`config.mk`:
```
export PLATFORM = sky130hd
export DESIGN_NAME = control_pipe_flat
export DESIGN_NICKNAME = d
export VERILOG_FILES = /design/src/rtl/control_pipe_if.sv /design/src/rtl/control_pipe.sv /design/src/flat_wrapper.sv
export SDC_FILE = /design/constraint.sdc
export NUM_CORES = 1
export LEC_CHECK = 0
export ABC_AREA = 0
export CAP_MARGIN = 25
export CORE_AREA = 2 2 56 69
export CTS_CLUSTER_SIZE = 10
export DETAILED_ROUTE_END_ITERATION = 16
export DIE_AREA = 0 0 58 71
export PLACE_DENSITY_LB_ADDON = 0.08
export SLEW_MARGIN = 20
export SYNTH_ARGS = -nofsm -noshare
export SYNTH_HDL_FRONTEND = slang
export SYNTH_SLANG_ARGS = --single-unit
```
`constraint.sdc`:
```
create_clock -name clk -period 5.7 [get_ports clk]
set_input_delay 0.855 -clock clk [delete_from_list [all_inputs] [get_ports clk]]
set_output_delay 0.855 -clock clk [all_outputs]
set_load 0.01 [all_outputs]
```
`src/rtl/control_pipe_if.sv`:
```
// Fetch-to-execute control interface: instruction handshake from fetch and
// the registered control bundle plus status toward the datapath.
interface control_pipe_if;
    logic [31:0] instr_i;
    logic        instr_valid_i;
    logic        flush_i;
    logic        stall_o;
    logic        ctrl_valid_o;
    logic [4:0]  rs_o;
    logic [4:0]  rt_o;
    logic [4:0]  rd_o;
    logic        wr_regfile_o;
    logic        imm_sel_o;
    logic [1:0]  alu_sel_o;
    logic        mul_start_o;
    logic        mux2_alu_o;
    logic        wr_mem_o;
    logic        wb_sel_o;
    logic        branch_o;
    logic        jmp_o;
    logic        illegal_o;
    logic        mul_busy_o;

    // Fetch/stimulus side: drives instructions, observes the decoder.
    modport master (
        output instr_i, instr_valid_i, flush_i,
        input  stall_o, ctrl_valid_o, rs_o, rt_o, rd_o, wr_regfile_o,
               imm_sel_o, alu_sel_o, mul_start_o, mux2_alu_o, wr_mem_o,
               wb_sel_o, branch_o, jmp_o, illegal_o, mul_busy_o
    );

    // Decoder side.
    modport slave (
        input  instr_i, instr_valid_i, flush_i,
        output stall_o, ctrl_valid_o, rs_o, rt_o, rd_o, wr_regfile_o,
               imm_sel_o, alu_sel_o, mul_start_o, mux2_alu_o, wr_mem_o,
               wb_sel_o, branch_o, jmp_o, illegal_o, mul_busy_o
    );
endinterface

```
`src/rtl/control_pipe.sv`:
```
// Registered, hazard-aware instruction decoder. Decodes one instruction per
// cycle into a control bundle for execute, stalling fetch on load-use hazards
// and while a multi-cycle multiply is in flight; flushes on taken branch/jump.
module control_pipe #(
    parameter int MUL_LAT      = 4,
    parameter bit LOAD_USE_EN  = 1'b1,
    parameter bit ILLEGAL_TRAP = 1'b1
) (
    input logic           clk,
    input logic           rst_n,
    control_pipe_if.slave bus
);

    localparam logic [5:0] OP_RTYPE = 6'd0;
    localparam logic [5:0] OP_JMP   = 6'd2;
    localparam logic [5:0] OP_LW    = 6'd54;
    localparam logic [5:0] OP_SW    = 6'd55;
    localparam logic [5:0] OP_BNE   = 6'd56;
    localparam logic [5:0] OP_ADDI  = 6'd57;
    localparam logic [5:0] OP_ORI   = 6'd58;

    localparam logic [5:0] FN_ADD = 6'd32;
    localparam logic [5:0] FN_SUB = 6'd34;
    localparam logic [5:0] FN_AND = 6'd36;
    localparam logic [5:0] FN_OR  = 6'd37;
    localparam logic [5:0] FN_MUL = 6'd50;

    localparam logic [1:0] ALU_ADD = 2'b00;
    localparam logic [1:0] ALU_SUB = 2'b01;
    localparam logic [1:0] ALU_AND = 2'b10;
    localparam logic [1:0] ALU_OR  = 2'b11;

    // Counter holds at most MUL_LAT-1; keep at least one bit for MUL_LAT=1.
    localparam int            CW       = (MUL_LAT > 1) ? $clog2(MUL_LAT) : 1;
    localparam logic [CW-1:0] MUL_LOAD = CW'(MUL_LAT - 1);

    typedef struct packed {
        logic [4:0] rs;
        logic [4:0] rt;
        logic [4:0] rd;
        logic       wr_regfile;
        logic       imm_sel;
        logic [1:0] alu_sel;
        logic       mul_start;
        logic       mux2_alu;
        logic       wr_mem;
        logic       wb_sel;
        logic       branch;
        logic       jmp;
    } ctrl_t;

    logic [5:0] op;
    logic [4:0] rs_f;
    logic [4:0] rt_f;
    logic [4:0] rdr_f;
    logic [5:0] funct;

    ctrl_t      dec;
    logic       legal;
    logic       reads_rs;
    logic       reads_rt;
    logic       is_load;
    logic       is_mul;

    ctrl_t         ctrl_q, ctrl_d;
    logic          valid_q, valid_d;
    logic          load_q, load_d;
    logic          illegal_q, illegal_d;
    logic [CW-1:0] cnt_q, cnt_d;

    logic load_use;
    logic mul_busy;
    logic stall;
    logic accept;
    logic issue;

    assign op    = bus.instr_i[31:26];
    assign rs_f  = bus.instr_i[25:21];
    assign rt_f  = bus.instr_i[20:16];
    assign rdr_f = bus.instr_i[15:11];
    assign funct = bus.instr_i[5:0];

    // Shamt bits carry no meaning for this instruction set.
    logic unused_shamt;
    assign unused_shamt = &{1'b0, bus.instr_i[10:6]};

    // Decode the incoming instruction and classify which registers it reads.
    always_comb begin
        // NOTE: every output of a combinational block gets a default first so
        // no path leaves a variable unassigned, which would infer a latch.
        dec      = '0;
        legal    = 1'b1;
        reads_rs = 1'b1;
        reads_rt = 1'b0;
        is_load  = 1'b0;
        is_mul   = 1'b0;
        dec.rs   = rs_f;
        dec.rt   = rt_f;
        unique case (op)
            OP_JMP: begin
                dec.rs       = '0;
                dec.rt       = '0;
                dec.jmp      = 1'b1;
                dec.mux2_alu = 1'b1;
                reads_rs     = 1'b0;
            end
            OP_LW: begin
                dec.rd         = rt_f;
                dec.wr_regfile = 1'b1;
                dec.imm_sel    = 1'b1;
                dec.alu_sel    = ALU_ADD;
                dec.mux2_alu   = 1'b1;
                is_load        = 1'b1;
            end
            OP_SW: begin
                dec.imm_sel  = 1'b1;
                dec.alu_sel  = ALU_ADD;
                dec.mux2_alu = 1'b1;
                dec.wr_mem   = 1'b1;
                reads_rt     = 1'b1;
            end
            OP_BNE: begin
                dec.alu_sel  = ALU_SUB;
                dec.mux2_alu = 1'b1;
                dec.branch   = 1'b1;
                reads_rt     = 1'b1;
            end
            OP_ADDI, OP_ORI: begin
                dec.rd         = rt_f;
                dec.wr_regfile = 1'b1;
                dec.imm_sel    = 1'b1;
                dec.alu_sel    = (op == OP_ORI) ? ALU_OR : ALU_ADD;
                dec.mux2_alu   = 1'b1;
                dec.wb_sel     = 1'b1;
            end
            OP_RTYPE: begin
                dec.rd         = rdr_f;
                dec.wr_regfile = 1'b1;
                dec.wb_sel     = 1'b1;
                dec.mux2_alu   = 1'b1;
                reads_rt       = 1'b1;
                unique case (funct)
                    FN_ADD: dec.alu_sel = ALU_ADD;
                    FN_SUB: dec.alu_sel = ALU_SUB;
                    FN_AND: dec.alu_sel = ALU_AND;
                    FN_OR:  dec.alu_sel = ALU_OR;
                    FN_MUL: begin
                        dec.mul_start = 1'b1;
                        dec.mux2_alu  = 1'b0;
                        is_mul        = 1'b1;
                    end
                    default: legal = 1'b0;
                endcase
            end
            default: legal = 1'b0;
        endcase
        // An undecodable word reads nothing and produces no control.
        if (!legal) begin
            dec      = '0;
            reads_rs = 1'b0;
            reads_rt = 1'b0;
            is_load  = 1'b0;
            is_mul   = 1'b0;
        end
    end

    // Hazard detection and the issue decision for this cycle.
    always_comb begin
        load_use = LOAD_USE_EN && load_q && (ctrl_q.rd != 5'd0) &&
                   ((reads_rs && (rs_f == ctrl_q.rd)) ||
                    (reads_rt && (rt_f == ctrl_q.rd)));
        mul_busy = (cnt_q != '0);
        stall    = bus.instr_valid_i && !bus.flush_i && (load_use || mul_busy);
        accept   = bus.instr_valid_i && !stall && !bus.flush_i;
        issue    = accept && legal;
    end

    // Next state: issued bundle or bubble, load tracking, trap, MUL countdown.
    always_comb begin
        ctrl_d    = issue ? dec : '0;
        valid_d   = issue;
        load_d    = issue && is_load;
        illegal_d = ILLEGAL_TRAP && accept && !legal;
        cnt_d     = cnt_q;
        if (issue && is_mul) begin
            cnt_d = MUL_LOAD;
        end else if (cnt_q != '0) begin
            cnt_d = cnt_q - CW'(1);
        end
    end

    // Pipeline register toward execute; cleared to a bubble on reset.
    always_ff @(posedge clk or negedge rst_n) begin
        // NOTE: sequential state uses non-blocking assignments so every
        // register samples the pre-edge value of every other register.
        if (!rst_n) begin
            ctrl_q    <= '0;
            valid_q   <= 1'b0;
            load_q    <= 1'b0;
            illegal_q <= 1'b0;
            cnt_q     <= '0;
        end else begin
            ctrl_q    <= ctrl_d;
            valid_q   <= valid_d;
            load_q    <= load_d;
            illegal_q <= illegal_d;
            cnt_q     <= cnt_d;
        end
    end

    assign bus.stall_o      = stall;
    assign bus.mul_busy_o   = mul_busy;
    assign bus.ctrl_valid_o = valid_q;
    assign bus.illegal_o    = illegal_q;
    assign bus.rs_o         = ctrl_q.rs;
    assign bus.rt_o         = ctrl_q.rt;
    assign bus.rd_o         = ctrl_q.rd;
    assign bus.wr_regfile_o = ctrl_q.wr_regfile;
    assign bus.imm_sel_o    = ctrl_q.imm_sel;
    assign bus.alu_sel_o    = ctrl_q.alu_sel;
    assign bus.mul_start_o  = ctrl_q.mul_start;
    assign bus.mux2_alu_o   = ctrl_q.mux2_alu;
    assign bus.wr_mem_o     = ctrl_q.wr_mem;
    assign bus.wb_sel_o     = ctrl_q.wb_sel;
    assign bus.branch_o     = ctrl_q.branch;
    assign bus.jmp_o        = ctrl_q.jmp;

endmodule

```
`src/flat_wrapper.sv`:
```
// flat-port wrapper written by rule: the top's interface ports become plain ports
module control_pipe_flat 
#(
    parameter int MUL_LAT      = 4,
    parameter bit LOAD_USE_EN  = 1'b1,
    parameter bit ILLEGAL_TRAP = 1'b1
)
  (clk, rst_n, bus_instr_i, bus_instr_valid_i, bus_flush_i, bus_stall_o, bus_ctrl_valid_o, bus_rs_o, bus_rt_o, bus_rd_o, bus_wr_regfile_o, bus_imm_sel_o, bus_alu_sel_o, bus_mul_start_o, bus_mux2_alu_o, bus_wr_mem_o, bus_wb_sel_o, bus_branch_o, bus_jmp_o, bus_illegal_o, bus_mul_busy_o);
  control_pipe_if bus_i ();
  input logic clk;
  input logic rst_n;
  input wire logic [$bits(bus_i.instr_i)-1:0] bus_instr_i;
  input wire logic [$bits(bus_i.instr_valid_i)-1:0] bus_instr_valid_i;
  input wire logic [$bits(bus_i.flush_i)-1:0] bus_flush_i;
  output wire logic [$bits(bus_i.stall_o)-1:0] bus_stall_o;
  output wire logic [$bits(bus_i.ctrl_valid_o)-1:0] bus_ctrl_valid_o;
  output wire logic [$bits(bus_i.rs_o)-1:0] bus_rs_o;
  output wire logic [$bits(bus_i.rt_o)-1:0] bus_rt_o;
  output wire logic [$bits(bus_i.rd_o)-1:0] bus_rd_o;
  output wire logic [$bits(bus_i.wr_regfile_o)-1:0] bus_wr_regfile_o;
  output wire logic [$bits(bus_i.imm_sel_o)-1:0] bus_imm_sel_o;
  output wire logic [$bits(bus_i.alu_sel_o)-1:0] bus_alu_sel_o;
  output wire logic [$bits(bus_i.mul_start_o)-1:0] bus_mul_start_o;
  output wire logic [$bits(bus_i.mux2_alu_o)-1:0] bus_mux2_alu_o;
  output wire logic [$bits(bus_i.wr_mem_o)-1:0] bus_wr_mem_o;
  output wire logic [$bits(bus_i.wb_sel_o)-1:0] bus_wb_sel_o;
  output wire logic [$bits(bus_i.branch_o)-1:0] bus_branch_o;
  output wire logic [$bits(bus_i.jmp_o)-1:0] bus_jmp_o;
  output wire logic [$bits(bus_i.illegal_o)-1:0] bus_illegal_o;
  output wire logic [$bits(bus_i.mul_busy_o)-1:0] bus_mul_busy_o;
  assign bus_i.instr_i = bus_instr_i;
  assign bus_i.instr_valid_i = bus_instr_valid_i;
  assign bus_i.flush_i = bus_flush_i;
  assign bus_stall_o = bus_i.stall_o;
  assign bus_ctrl_valid_o = bus_i.ctrl_valid_o;
  assign bus_rs_o = bus_i.rs_o;
  assign bus_rt_o = bus_i.rt_o;
  assign bus_rd_o = bus_i.rd_o;
  assign bus_wr_regfile_o = bus_i.wr_regfile_o;
  assign bus_imm_sel_o = bus_i.imm_sel_o;
  assign bus_alu_sel_o = bus_i.alu_sel_o;
  assign bus_mul_start_o = bus_i.mul_start_o;
  assign bus_mux2_alu_o = bus_i.mux2_alu_o;
  assign bus_wr_mem_o = bus_i.wr_mem_o;
  assign bus_wb_sel_o = bus_i.wb_sel_o;
  assign bus_branch_o = bus_i.branch_o;
  assign bus_jmp_o = bus_i.jmp_o;
  assign bus_illegal_o = bus_i.illegal_o;
  assign bus_mul_busy_o = bus_i.mul_busy_o;
  control_pipe #(.MUL_LAT(MUL_LAT), .LOAD_USE_EN(LOAD_USE_EN), .ILLEGAL_TRAP(ILLEGAL_TRAP)) u_core (.clk(clk), .rst_n(rst_n), .bus(bus_i));
endmodule
```
# == Word level (Yosys, flattened, before mapping) ==
# Cells that the tools add are included.
# word_totals
regBits,30
out_inout_bits,29
elab_cells,86
# classes
n_eq_ne,13
addsub,1
muxes,28
n_reduce_logical,28
# ops
operator,count
$eq 6x6->1 const B,10
$mux 25,2
$mux 1,16
$logic_and 1x1->1,12
$pmux 2 s3,2
$pmux 6 s2,1
$eq 5x5->1,2
$mux 10,1
$reduce_or 3->1,3
$mux 2,4
$eq 6x2->1 const B,1
$logic_not 6->1,1
$reduce_or 6->1,1
$reduce_bool 5->1,1
$reduce_or 5->1,1
$pmux 1 s2,2
$reduce_bool 2->1,2
$reduce_or 4->1,1
$logic_not 1->1,3
$logic_or 1x1->1,2
$reduce_or 2->1,1
$sub 2x1->2 const B,1

# == Longest topological paths before layout ==
# Gate-level depths: netlist of the first run.
# logic_depth
word_depth,16
mapped_depth,9
mapped_depth_nobuf,7

# == Worst setup path after synthesis of the first run ==
# OpenSTA, ideal clock, no wires.
# synth_path
path_type,input -> output
start,in bus_instr_i[29]
end,out bus_stall_o
stages,6
n_path_buf,0
t_arrival_ns,2.256
path_slack_ns,2.589
required_ns,4.845
cell_sequence,or3_4 a2111oi_4 o2111a_2 o21bai_2 o21ai_0 and3b_1
# synth_between
elab_chain_len,9
word_cells_on_any_way,20
classes_between,eq/ne (6); mux (5); reduce/logical (9)
# synth_lines
item,line,rtl
from (decl),flat_wrapper.sv:12,input wire logic [$bits(bus_i.instr_i)-1:0] bus_instr_i;
$eq 6x2->1 (tied with other cells),control_pipe.sv:99,unique case (op)
$reduce_or 6->1 (no line) or $reduce_or 3->1 (tied branches),n/a,
$pmux 1 s2 or $mux 1 (tied branches),control_pipe.sv:99,
$mux 1,control_pipe.sv:158,if (!legal) begin
"$logic_and 1x1->1, on equally long branches","control_pipe.sv:170, control_pipe.sv:171",
$logic_or 1x1->1 *,control_pipe.sv:170,((reads_rs && (rs_f == ctrl_q.rd)) ||
$logic_and 1x1->1 *,control_pipe.sv:169,load_use = LOAD_USE_EN && load_q && (ctrl_q.rd != 5'd0) &&
$logic_or 1x1->1 *,control_pipe.sv:173,stall = bus.instr_valid_i && !bus.flush_i && (load_use || mul_busy);
$logic_and 1x1->1 *,control_pipe.sv:173,
to (decl),flat_wrapper.sv:15,output wire logic [$bits(bus_i.stall_o)-1:0] bus_stall_o;
# Mark *: on every way between the ends. The rest lies on a longest branch, timed or not.

# == Final worst setup path of the first run ==
# layout_path
start,in bus_instr_i[27]
end,out bus_stall_o
# Same word-level chain as after synthesis.

==> reports/qor.txt, run 1 <==
Cell Pwr Density - 225 nW/um^2
CTS tree - yes
hold path cells - 2
clock transition at the registers of the reported paths - 0.06 ns
ANT cells - 0
H-tree depth reported by CTS - 2
die area - 4120 sq um
nets - 235
MaxCap Viol Count - 0
port bufs - 59
Ports - 65
share of the synthesized area in the top cell type - 0.484
critical path capture point type - primary output
total number of vias - 1,261
number of routed nets with antenna violations - 0
Syn Area/Cell - 11.4 sq um
Max rail drop VDD - 0.213 mV
Initial Utilization - 0.445
WP data arrival - 3.52 ns
worst-margin pin slew - 0.749 ns
commonest register cell after synthesis - dfrtp_1
DRC Markers - 0
Placed Cells - 230
Clock Skews - 0.00567 ns
Post-CTS Setup Bufs - 0
CP Launch Type - input port
GRT Total Usage - 0.191
final count of pins violating max slew - 0
Row Count - 24
RSZ-0062 raised after global routing - no
global route hottest layer - met2
min cycle time layout - 4.37 ns
Avg WL per Cell - 14.9 um
Sw Pwr - 131 uW
worst min-delay path endpoint - u_core.cnt_q[1]
Synth Warn # - 0
# setup viols final - 0
Root Driver - clkbuf_8
Max Root-Sink Buffers - 2
Comb pwr share - 0.203
Post-CTS Hold Buffers - 0
flop2flop setup slack - 3.18 ns
Multi-input gate area - 737 sq um
Num CTS Buffers - 5
Pleak - 0.985 nW
Detailed Route WL - 3550 um
Post-Synthesis Cells - 136
CORE AREA - 3480 sq um
vias in the first global route - 1,233
syn nets - 173
Initial DRT Pass Iterations - 4
Required @ worst endpoint - 4.85 ns
hpwl dp - 2660 um
share of layout cells above drive strength 1 - 0.106
RR Startpoint - u_core.cnt_q[0]
Unique masters post-synth - 42
M1 GR Usage - 0.224
crit path kind - input port to primary output
Routability Congestion - 0.747
first-pass GRT wire length - 5940 um
max_slew headroom - 0.499
Sequential Area - 751 sq um
GR Util met2 - 0.324
register area share after synthesis - 0.484
Synth Cell Area - 1550 sq um
CTS Sinks - 30
fraction of registers with async set or reset after synthesis - 1.00
Setup TNS - 0 ns
Area contributors post-synth - dfrtp_1 (48%), and3_1 (4.8%), nor2b_4 (3.6%)
die width - 58 um
HP Start - u_core.cnt_q[1]
CTS resizes - 0
fin crit share - 0.767
initial antenna violation count - 0
crit-path max FO - 9
met3 Use GR - 0.0548
cells on worst reg2reg path - 6
fill count - 292
Crit. Startpoint - bus_instr_i[27]
Synth area leader - dfrtp_1
power share of the clock group - 0.347
Vias per Instance - 5.30
fmax - 0.229 GHz
area grow syn2layout - 44.8%
largest net degree at the start of global routing - 31
RR Endpoint - u_core.bus.branch_o
number of synthesized flops with an enable pin - 0
Sw Share - 0.259
Hold Path Class - flop to flop
Iter 0 DRT Violations - 39
Reg power frac - 0.451
Skew-Pair Late Insertion Delay - 0.28 ns
non-filler cells, final - 238
gr ovfl total - 0
cell internal pwr - 374 uW
Die H - 71 um
#FFs+latches synth - 30
status - complete, no violations
Final Hold Viols - 0
[metrics by stage]
stage                     utilization  setup slack, ns  power (mW)  instance area [sq um]  hold slack, ns
final                           0.644             1.33       0.505                   2240           0.512
after CTS                       0.644             1.32       0.511                   2240           0.514
after floorplan                     -             2.59       0.283                   1550           0.470
after detailed placement        0.618             1.31       0.335                   2150           0.500
after global placement          0.618             1.38       0.331                   2150           0.482
after global routing            0.644             1.12       0.534                   2240           0.560
[power by group through the flow]
stage | clock network (mW) | logic [mW] | registers [mW]
floorplan | 0 | 0.0512 | 0.232
global placement | 0 | 0.100 | 0.231
detailed placement | 0 | 0.104 | 0.232
CTS | 0.179 | 0.104 | 0.228
global route | 0.190 | 0.115 | 0.229
finish | 0.175 | 0.102 | 0.228
[how the worst max path moves through the flow]
stage / end / slack, ns
2_1_floorplan: bus_stall_o / 2.59
3_3_place_gp: bus_stall_o / 1.38
3_5_place_dp: bus_stall_o / 1.31
4_1_cts: bus_stall_o / 1.32
5_1_grt: bus_stall_o / 1.12
6_report: bus_stall_o / 1.33
[cells in the final DEF (no fill, tap or decap), types with 4 or more instances in the layout]
cell type / netlist / routed
inv_1: 5 / 5
clkbuf_8: 0 / 6
xor2_1: 6 / 6
nand3_1: 4 / 4
xnor2_1: 6 / 6
clkdlybuf4s50_1: 0 / 59
o21ai_0: 4 / 4
nor2b_4: 4 / 4
dfrtp_1: 30 / 30
nor2_1: 6 / 6
nand2_1: 7 / 7
and3_1: 12 / 12
and2_1: 4 / 4
[logic make-up (layout without fill, tap and decap cells)]
logic type / count (synthesis) / after routing / synth area share
multiplexers: 1 / 1 / 0.00646
AO/OA/AOI/OAI: 25 / 25 / 0.140
XOR/XNOR: 12 / 12 / 0.0678
AND/OR/NAND/NOR: 57 / 57 / 0.253
flip-flops: 30 / 30 / 0.484
adder cells (fa/ha/maj): 1 / 1 / 0.00807
buffers and inverters: 10 / 73 / 0.0404
[cells in the mapped netlist, types with 2 or more instances]
cell type and instances:
a21oi_1 2, a22oi_1 3, a31o_2 2, and2_1 4, and3_1 12, and3b_1 3, buf_2 2, buf_6 3
dfrtp_1 30, inv_1 5, nand2_1 7, nand3_1 4, nor2_1 6, nor2b_1 3, nor2b_4 4, nor3_1 2
nor3b_1 2, nor4_1 2, o2111a_1 2, o21a_1 3, o21ai_0 4, xnor2_1 6, xor2_1 6
[critical path, stage by stage]
cell,delay (ns)
clkdlybuf4s50_1,0.64
nor2b_1,0.29
and2_1,0.21
nor4_1,0.47
o21bai_2,0.18
o21ai_0,0.16
and3b_1,0.17
clkdlybuf4s50_1,0.54
[registers in the layout (all words and copies together) (netlist names), 2 cells and up]
name                  cells
u_core.bus.rd_o           5
u_core.bus.rs_o           5
u_core.bus.rt_o           5
u_core.bus.alu_sel_o      2
u_core.cnt_q              2
[layout make-up]
cell class,count,area share
Inverter,5,0.00836
Clock inverter,1,0.00223
Multi-Input combinational cell,96,0.328
Clock buffer,7,0.0385
Tap cell,39,0.0217
Sequential cell,30,0.334
Timing Repair Buffer,60,0.266
[metal layers]
layer  up-vias  part of all wire
met5         -                 0
met4         0             0.015
met3         5             0.068
met2        51              0.51
met1       596              0.41
li1        609                 -
(Power assumes the default switching activity.)
==> run 2: changes to the inputs <==
--- a/config.mk
+++ b/config.mk
@@ -7,10 +7,10 @@
 export LEC_CHECK = 0
 export ABC_AREA = 0
 export CAP_MARGIN = 25
-export CORE_AREA = 2 2 56 69
+export CORE_AREA = 2 2 62 75
 export CTS_CLUSTER_SIZE = 10
 export DETAILED_ROUTE_END_ITERATION = 16
-export DIE_AREA = 0 0 58 71
+export DIE_AREA = 0 0 64 77
 export PLACE_DENSITY_LB_ADDON = 0.08
 export SLEW_MARGIN = 20
 export SYNTH_ARGS = -nofsm -noshare
==> constraint.sdc (replaced) <==
create_clock -name clk -period 3.94 [get_ports clk]
set_input_delay 0.591 -clock clk [delete_from_list [all_inputs] [get_ports clk]]
set_output_delay 0.591 -clock clk [all_outputs]
set_load 0.01 [all_outputs]
==> run 2 against run 1 <==
  * Core utilization down 9.8 points
  * Global-route usage down 3.3 points
  * Clock power up 33%
  * Largest cell class unchanged
  * Critical path type unchanged
==> reports/qor.txt, run 2 (synthesis results as in run 1) <==
status - complete, no violations
die width - 64 um (+10%)
Final Hold Viols - 0 (unchanged)
hold path cells - 2 (unchanged)
Num CTS Buffers - 5 (unchanged)
CTS resizes - 0 (unchanged)
critical path depth in cells - 8 (unchanged)
crit-path leading delay family - buffers and inverters
Initial DRT Pass Iterations - 4 (unchanged)
commonest non-fill, non-tap cells in the layout - clkdlybuf4s50_1 (59), dfrtp_1 (30), and3_1 (12)
nets - 240 (+2.1%)
max_slew headroom - 0.495 (-0.00401)
Initial Utilization - 0.369 (-0.0756)
RR Startpoint - u_core.bus.rd_o[0]
MaxCap Viol Count - 0 (unchanged)
Pleak - 1.00 nW (+2.0%)
final count of pins violating max slew - 0 (unchanged)
fin crit share - 0.934
area grow syn2layout - 48.0%
Required @ worst endpoint - 3.35 ns (-1.50 ns)
Avg WL per Cell - 14.0 um (-6.0%)
hpwl dp - 2820 um (+6.0%)
Skew-Pair Late Insertion Delay - 0.27 ns (about the same)
die area - 4930 sq um (+20%)
min cycle time layout - 3.68 ns
CTS Sinks - 30 (unchanged)
total number of vias - 1,259 (-0.16%)
Vias per Instance - 4.88 (-7.9%)
flop2flop setup slack - 1.34 ns (-1.84 ns)
initial antenna violation count - 0 (unchanged)
Root Driver - clkbuf_8
CORE AREA - 4200 sq um (+20%)
clock transition at the registers of the reported paths - 0.05 ns (about the same)
ANT cells - 0 (unchanged)
largest net degree at the start of global routing - 31 (unchanged)
share of layout cells above drive strength 1 - 0.124 (+0.0182)
CP max stage cell - clkdlybuf4s50_1
crit-path max FO - 5 (-4)
Iter 0 DRT Violations - 71 (+82%)
Hold Path Class - flop to flop
Routability Congestion - 0.782 (+4.8%)
utilization after layout - 0.547 (-0.0976)
WP data arrival - 3.09 ns (-0.43 ns)
HP Start - u_core.cnt_q[1]
Post-CTS Setup Bufs - 0 (unchanged)
Placed Cells - 252 (+9.6%)
RSZ-0062 raised after global routing - no
worst-margin pin slew - 0.757 ns (+0.00764 ns)
Row Count - 26 (+8.3%)
fmax - 0.272 GHz
CTS tree - yes
Ports - 65 (unchanged)
first-pass GRT wire length - 6000 um (+1.1%)
crit-path most repeated cell - clkdlybuf4s50_1
critical path capture point type - primary output
DRC Markers - 0 (unchanged)
port bufs - 59 (unchanged)
most common cell after layout, fill and taps aside - clkdlybuf4s50_1
Max rail drop VDD - 0.185 mV (-13%)
Total Power - 716 uW (+42%)
CP Launch Type - input port
Clock Skews - 0.00302 ns (-0.00265 ns)
crit path cell chain - clkdlybuf4s50_1, or3_4, a2111oi_4, o2111a_2, o21bai_2, o21ai_0, and3b_1, clkdlybuf4s50_1
CP bufs+invs - 2 (unchanged)
Detailed Route WL - 3620 um (+1.9%)
crit path kind - input port to primary output
Max Root-Sink Buffers - 2 (unchanged)
# setup viols final - 0 (unchanged)
GRT Total Usage - 0.158 (-0.0330)
Cell Pwr Density - 312 nW/um^2 (+39%)
Die H - 77 um (+8.5%)
Setup TNS - 0 ns (unchanged)
gr ovfl total - 0 (unchanged)
non-filler cells, final - 258 (+8.4%)
Crit. Startpoint - bus_instr_i[29]
H-tree depth reported by CTS - 2 (unchanged)
CP peak stage delay - 0.53 ns (-0.11 ns)
vias in the first global route - 1,279 (+3.7%)
cells on worst reg2reg path - 6 (unchanged)
Post-CTS Hold Buffers - 0 (unchanged)
number of routed nets with antenna violations - 0 (unchanged)
[run 2: changes by cell type in the layout (fill, tap and decap cells not counted), sizes merged]
| cell | previous run | this run |
|---|---|---|
| buf | 1 | 6 |
| clkbuf | 7 | 6 |
| clkinv | 1 | 0 |
[run 2: path summary, 6_finish.rpt]
check / to
min reg2reg: u_core.cnt_q[1]
max in group asynchronous: u_core.bus.rs_o[3]
max: bus_stall_o
max reg2reg: u_core.bus.branch_o
min in group asynchronous: u_core.cnt_q[1]
min: u_core.cnt_q[1]
[run 2: power by group]
group          switching, mW  internal (mW)  leakage, nW  total, mW
logic                 0.0715         0.0824        0.547      0.154
registers            0.00705          0.323        0.415      0.330
clock network         0.0980          0.134       0.0431      0.232
[run 2: worst min-delay path, delay by kind of cell, from the launching register on]
family	cells	cell delay (ns)
and+or+nand+nor	1	0.05
AOI/OAI and AO/OA	1	0.07
DFF	1	0.34
[run 2: final cells by class]
cell class / instances / area [sq um]
clock buffers: 6 / 82.6
repair buffers: 65 / 636
inverters: 5 / 18.8
well taps: 56 / 70.1
multi-input cells: 96 / 737
flip-flops and latches: 30 / 751
fillers: 386 / 1900
[run 2: stage by stage]
stage                     instance area, sq um  hold WS [ns]  setup WS, ns
after floorplan                           1550         0.295          1.36
after global placement                    2210         0.481         0.321
after detailed placement                  2210         0.488         0.262
after CTS                                 2290         0.502         0.255
after global routing                      2290         0.544         0.115
final                                     2290         0.496         0.262
[run 2: routing by layer]
layer | GRT usage | routed length [um] | part of all wire | up-vias
li1 | - | - | - | 615
met1 | 0.193 | 1500 | 0.41 | 596
met2 | 0.265 | 1860 | 0.51 | 43
met3 | 0.0440 | 211 | 0.058 | 5
met4 | 0.0565 | 45 | 0.012 | 0
met5 | 0 | 0 | 0 | -
==> run 3: changes to the inputs <==
--- a/config.mk
+++ b/config.mk
@@ -7,10 +7,11 @@
 export LEC_CHECK = 0
 export ABC_AREA = 0
 export CAP_MARGIN = 25
-export CORE_AREA = 2 2 62 75
+export CORE_AREA = 2 2 59 72
+export CTS_CLUSTER_DIAMETER = 100
 export CTS_CLUSTER_SIZE = 10
 export DETAILED_ROUTE_END_ITERATION = 16
-export DIE_AREA = 0 0 64 77
+export DIE_AREA = 0 0 61 74
 export PLACE_DENSITY_LB_ADDON = 0.08
 export SLEW_MARGIN = 20
 export SYNTH_ARGS = -nofsm -noshare
==> constraint.sdc (replaced) <==
create_clock -name clk -period 4.2 [get_ports clk]
set_input_delay 0.63 -clock clk [delete_from_list [all_inputs] [get_ports clk]]
set_output_delay 0.63 -clock clk [all_outputs]
set_load 0.01 [all_outputs]
==> run 3 against run 2 <==
  * Power grew 3.2%
  * Sequential cell count is the same
  * Die area is 8.4% lower
  * Worst setup slack improved by 0.12 ns
  * Core utilization increased by 5.4 points
  * Critical path depth did not move
  * Worst hold slack gained 0.016 ns
  * Clock skew up 0.0029 ns
  * Critical endpoint unchanged
  * Largest cell class unchanged
==> reports/qor.txt, run 3 (synthesis results as in run 1) <==
status - complete, no violations
max_slew headroom - 0.415 (-0.0799)
total number of vias - 1,281 (+1.7%)
area grow syn2layout - 49.1%
fin crit share - 0.908
port bufs - 59 (unchanged)
ANT cells - 0 (unchanged)
fmax - 0.262 GHz
cell internal pwr - 554 uW (+2.7%)
largest net degree at the start of global routing - 26 (-16%)
Pleak - 1.02 nW (+1.1%)
MaxCap Viol Count - 0 (unchanged)
WP data arrival - 3.19 ns (+0.10 ns)
Ports - 65 (unchanged)
crit path kind - input port to primary output
Avg WL per Cell - 14.8 um (+5.8%)
most common cell after layout, fill and taps aside - clkdlybuf4s50_1
initial antenna violation count - 0 (unchanged)
GRT Total Usage - 0.187 (+0.0288)
vias in the first global route - 1,337 (+4.5%)
CTS resizes - 0 (unchanged)
# setup viols final - 0 (unchanged)
Post-CTS Hold Buffers - 0 (unchanged)
die width - 61 um (-4.7%)
Required @ worst endpoint - 3.57 ns (+0.22 ns)
Sw Share - 0.251 (+0.00418)
share of layout cells above drive strength 1 - 0.128 (+0.00432)
H-tree depth reported by CTS - 2 (unchanged)
final count of pins violating max slew - 0 (unchanged)
CTS tree - yes
crit-path max FO - 6 (+1)
Cell Pwr Density - 320 nW/um^2 (+2.5%)
utilization after layout - 0.601 (+0.0538)
critical path capture point type - primary output
Max rail drop VDD - 0.186 mV (+0.48%)
RSZ-0062 raised after global routing - no
Clock Skews - 0.00592 ns (+0.00289 ns)
power share of the clock group - 0.384 (+0.060)
min cycle time layout - 3.82 ns
Initial Utilization - 0.403 (+0.0335)
Post-CTS Setup Bufs - 0 (unchanged)
CTS Sinks - 30 (unchanged)
final setup margin - 0.384 ns (+0.123 ns)
first-pass GRT wire length - 6060 um (+0.92%)
DRC Markers - 0 (unchanged)
clock transition at the registers of the reported paths - 0.06 ns (about the same)
Hold Path Class - flop to flop
post-placement setup slack - 0.380 ns (+0.119 ns)
commonest non-fill, non-tap cells in the layout - clkdlybuf4s50_1 (59), dfrtp_1 (30), and3_1 (12)
Setup TNS - 0 ns (unchanged)
die area - 4510 sq um (-8.4%)
Sw Pwr - 185 uW (+5.0%)
Detailed Route WL - 3810 um (+5.4%)
nets - 239 (-0.42%)
Final Hold Viols - 0 (unchanged)
number of routed nets with antenna violations - 0 (unchanged)
Reg power frac - 0.419 (-0.042)
Vias per Instance - 4.98 (+2.1%)
hpwl dp - 2920 um (+3.6%)
CP Launch Type - input port
Iter 0 DRT Violations - 16 (-77%)
Root Driver - clkbuf_8
Row Count - 25 (-3.8%)
Routability Congestion - 0.822 (+5.0%)
Comb pwr share - 0.197 (-0.018)
gr ovfl total - 0 (unchanged)
worst-margin pin slew - 0.874 ns (+0.117 ns)
Die H - 74 um (-3.9%)
CORE AREA - 3850 sq um (-8.3%)
Num CTS Buffers - 5 (unchanged)
Initial DRT Pass Iterations - 2 (-2)
Skew-Pair Late Insertion Delay - 0.28 ns (about the same)
Max Root-Sink Buffers - 2 (unchanged)
[run 3: cell types whose count changed in the layout (fill, tap and decap cells not counted), sizes merged]
cell    delta
buf        -1
bufinv     +1
clkbuf     -1
clkinv     +2
[run 3: final cells by class]
class | count | area (sq um)
fillers | 338 | 1540
well taps | 54 | 67.6
repair buffers | 64 | 628
flip-flops and latches | 30 | 751
clock buffers | 5 | 68.8
clock inverters | 3 | 40.0
multi-input cells | 96 | 737
inverters | 5 | 18.8
[run 3: worst paths after layout]
kind                            slack (ns)          startpoint  cells past startpoint                  end
worst max register to register        1.69  u_core.bus.rd_o[3]                      5  u_core.bus.branch_o
min in group asynchronous             0.84               rst_n                      1   u_core.bus.rs_o[3]
worst min register to register        0.51     u_core.cnt_q[1]                      2      u_core.cnt_q[1]
max in group asynchronous             2.66               rst_n                      2   u_core.bus.rt_o[4]
worst max-delay path                  0.38     bus_instr_i[28]                      8          bus_stall_o
worst min-delay path                  0.51     u_core.cnt_q[1]                      2      u_core.cnt_q[1]
[run 3: critical path: stages]
cell and delay [ns]:
clkdlybuf4s50_1 0.66, nor4_1 0.14, and2_1 0.23, nor4_1 0.45
o21bai_2 0.17, o21ai_0 0.20, and3b_1 0.17, clkdlybuf4s50_1 0.53
[run 3: power by group through the flow]
stage | sequential, mW | combinational [mW] | clock (mW)
floorplan | 0.315 | 0.0695 | 0
global placement | 0.314 | 0.141 | 0
detailed placement | 0.315 | 0.147 | 0
CTS | 0.309 | 0.148 | 0.291
global route | 0.311 | 0.159 | 0.304
finish | 0.310 | 0.146 | 0.284
[run 3: layer usage]
metal  vias to the layer above  track usage  part of all wire  routed length (um)
met3                         5       0.0557             0.063                 242
met1                       623        0.210              0.39                1490
met5                         -            0                 0                   0
met4                         0       0.0676             0.014                  54
li1                        615            -                 -                   -
met2                        38        0.331              0.53                2020
[run 3: metrics by stage]
| step | hold WS (ns) | std cells | power (mW) | cell area [sq um] |
|---|---|---|---|---|
| after CTS | 0.507 | 257 | 0.749 | 2310 |
| after detailed placement | 0.492 | 249 | 0.462 | 2200 |
| after global routing | 0.540 | 257 | 0.774 | 2310 |
| after global placement | 0.485 | 249 | 0.454 | 2200 |
| after floorplan | 0.334 | 136 | 0.384 | 1550 |
| final | 0.512 | 257 | 0.739 | 2310 |
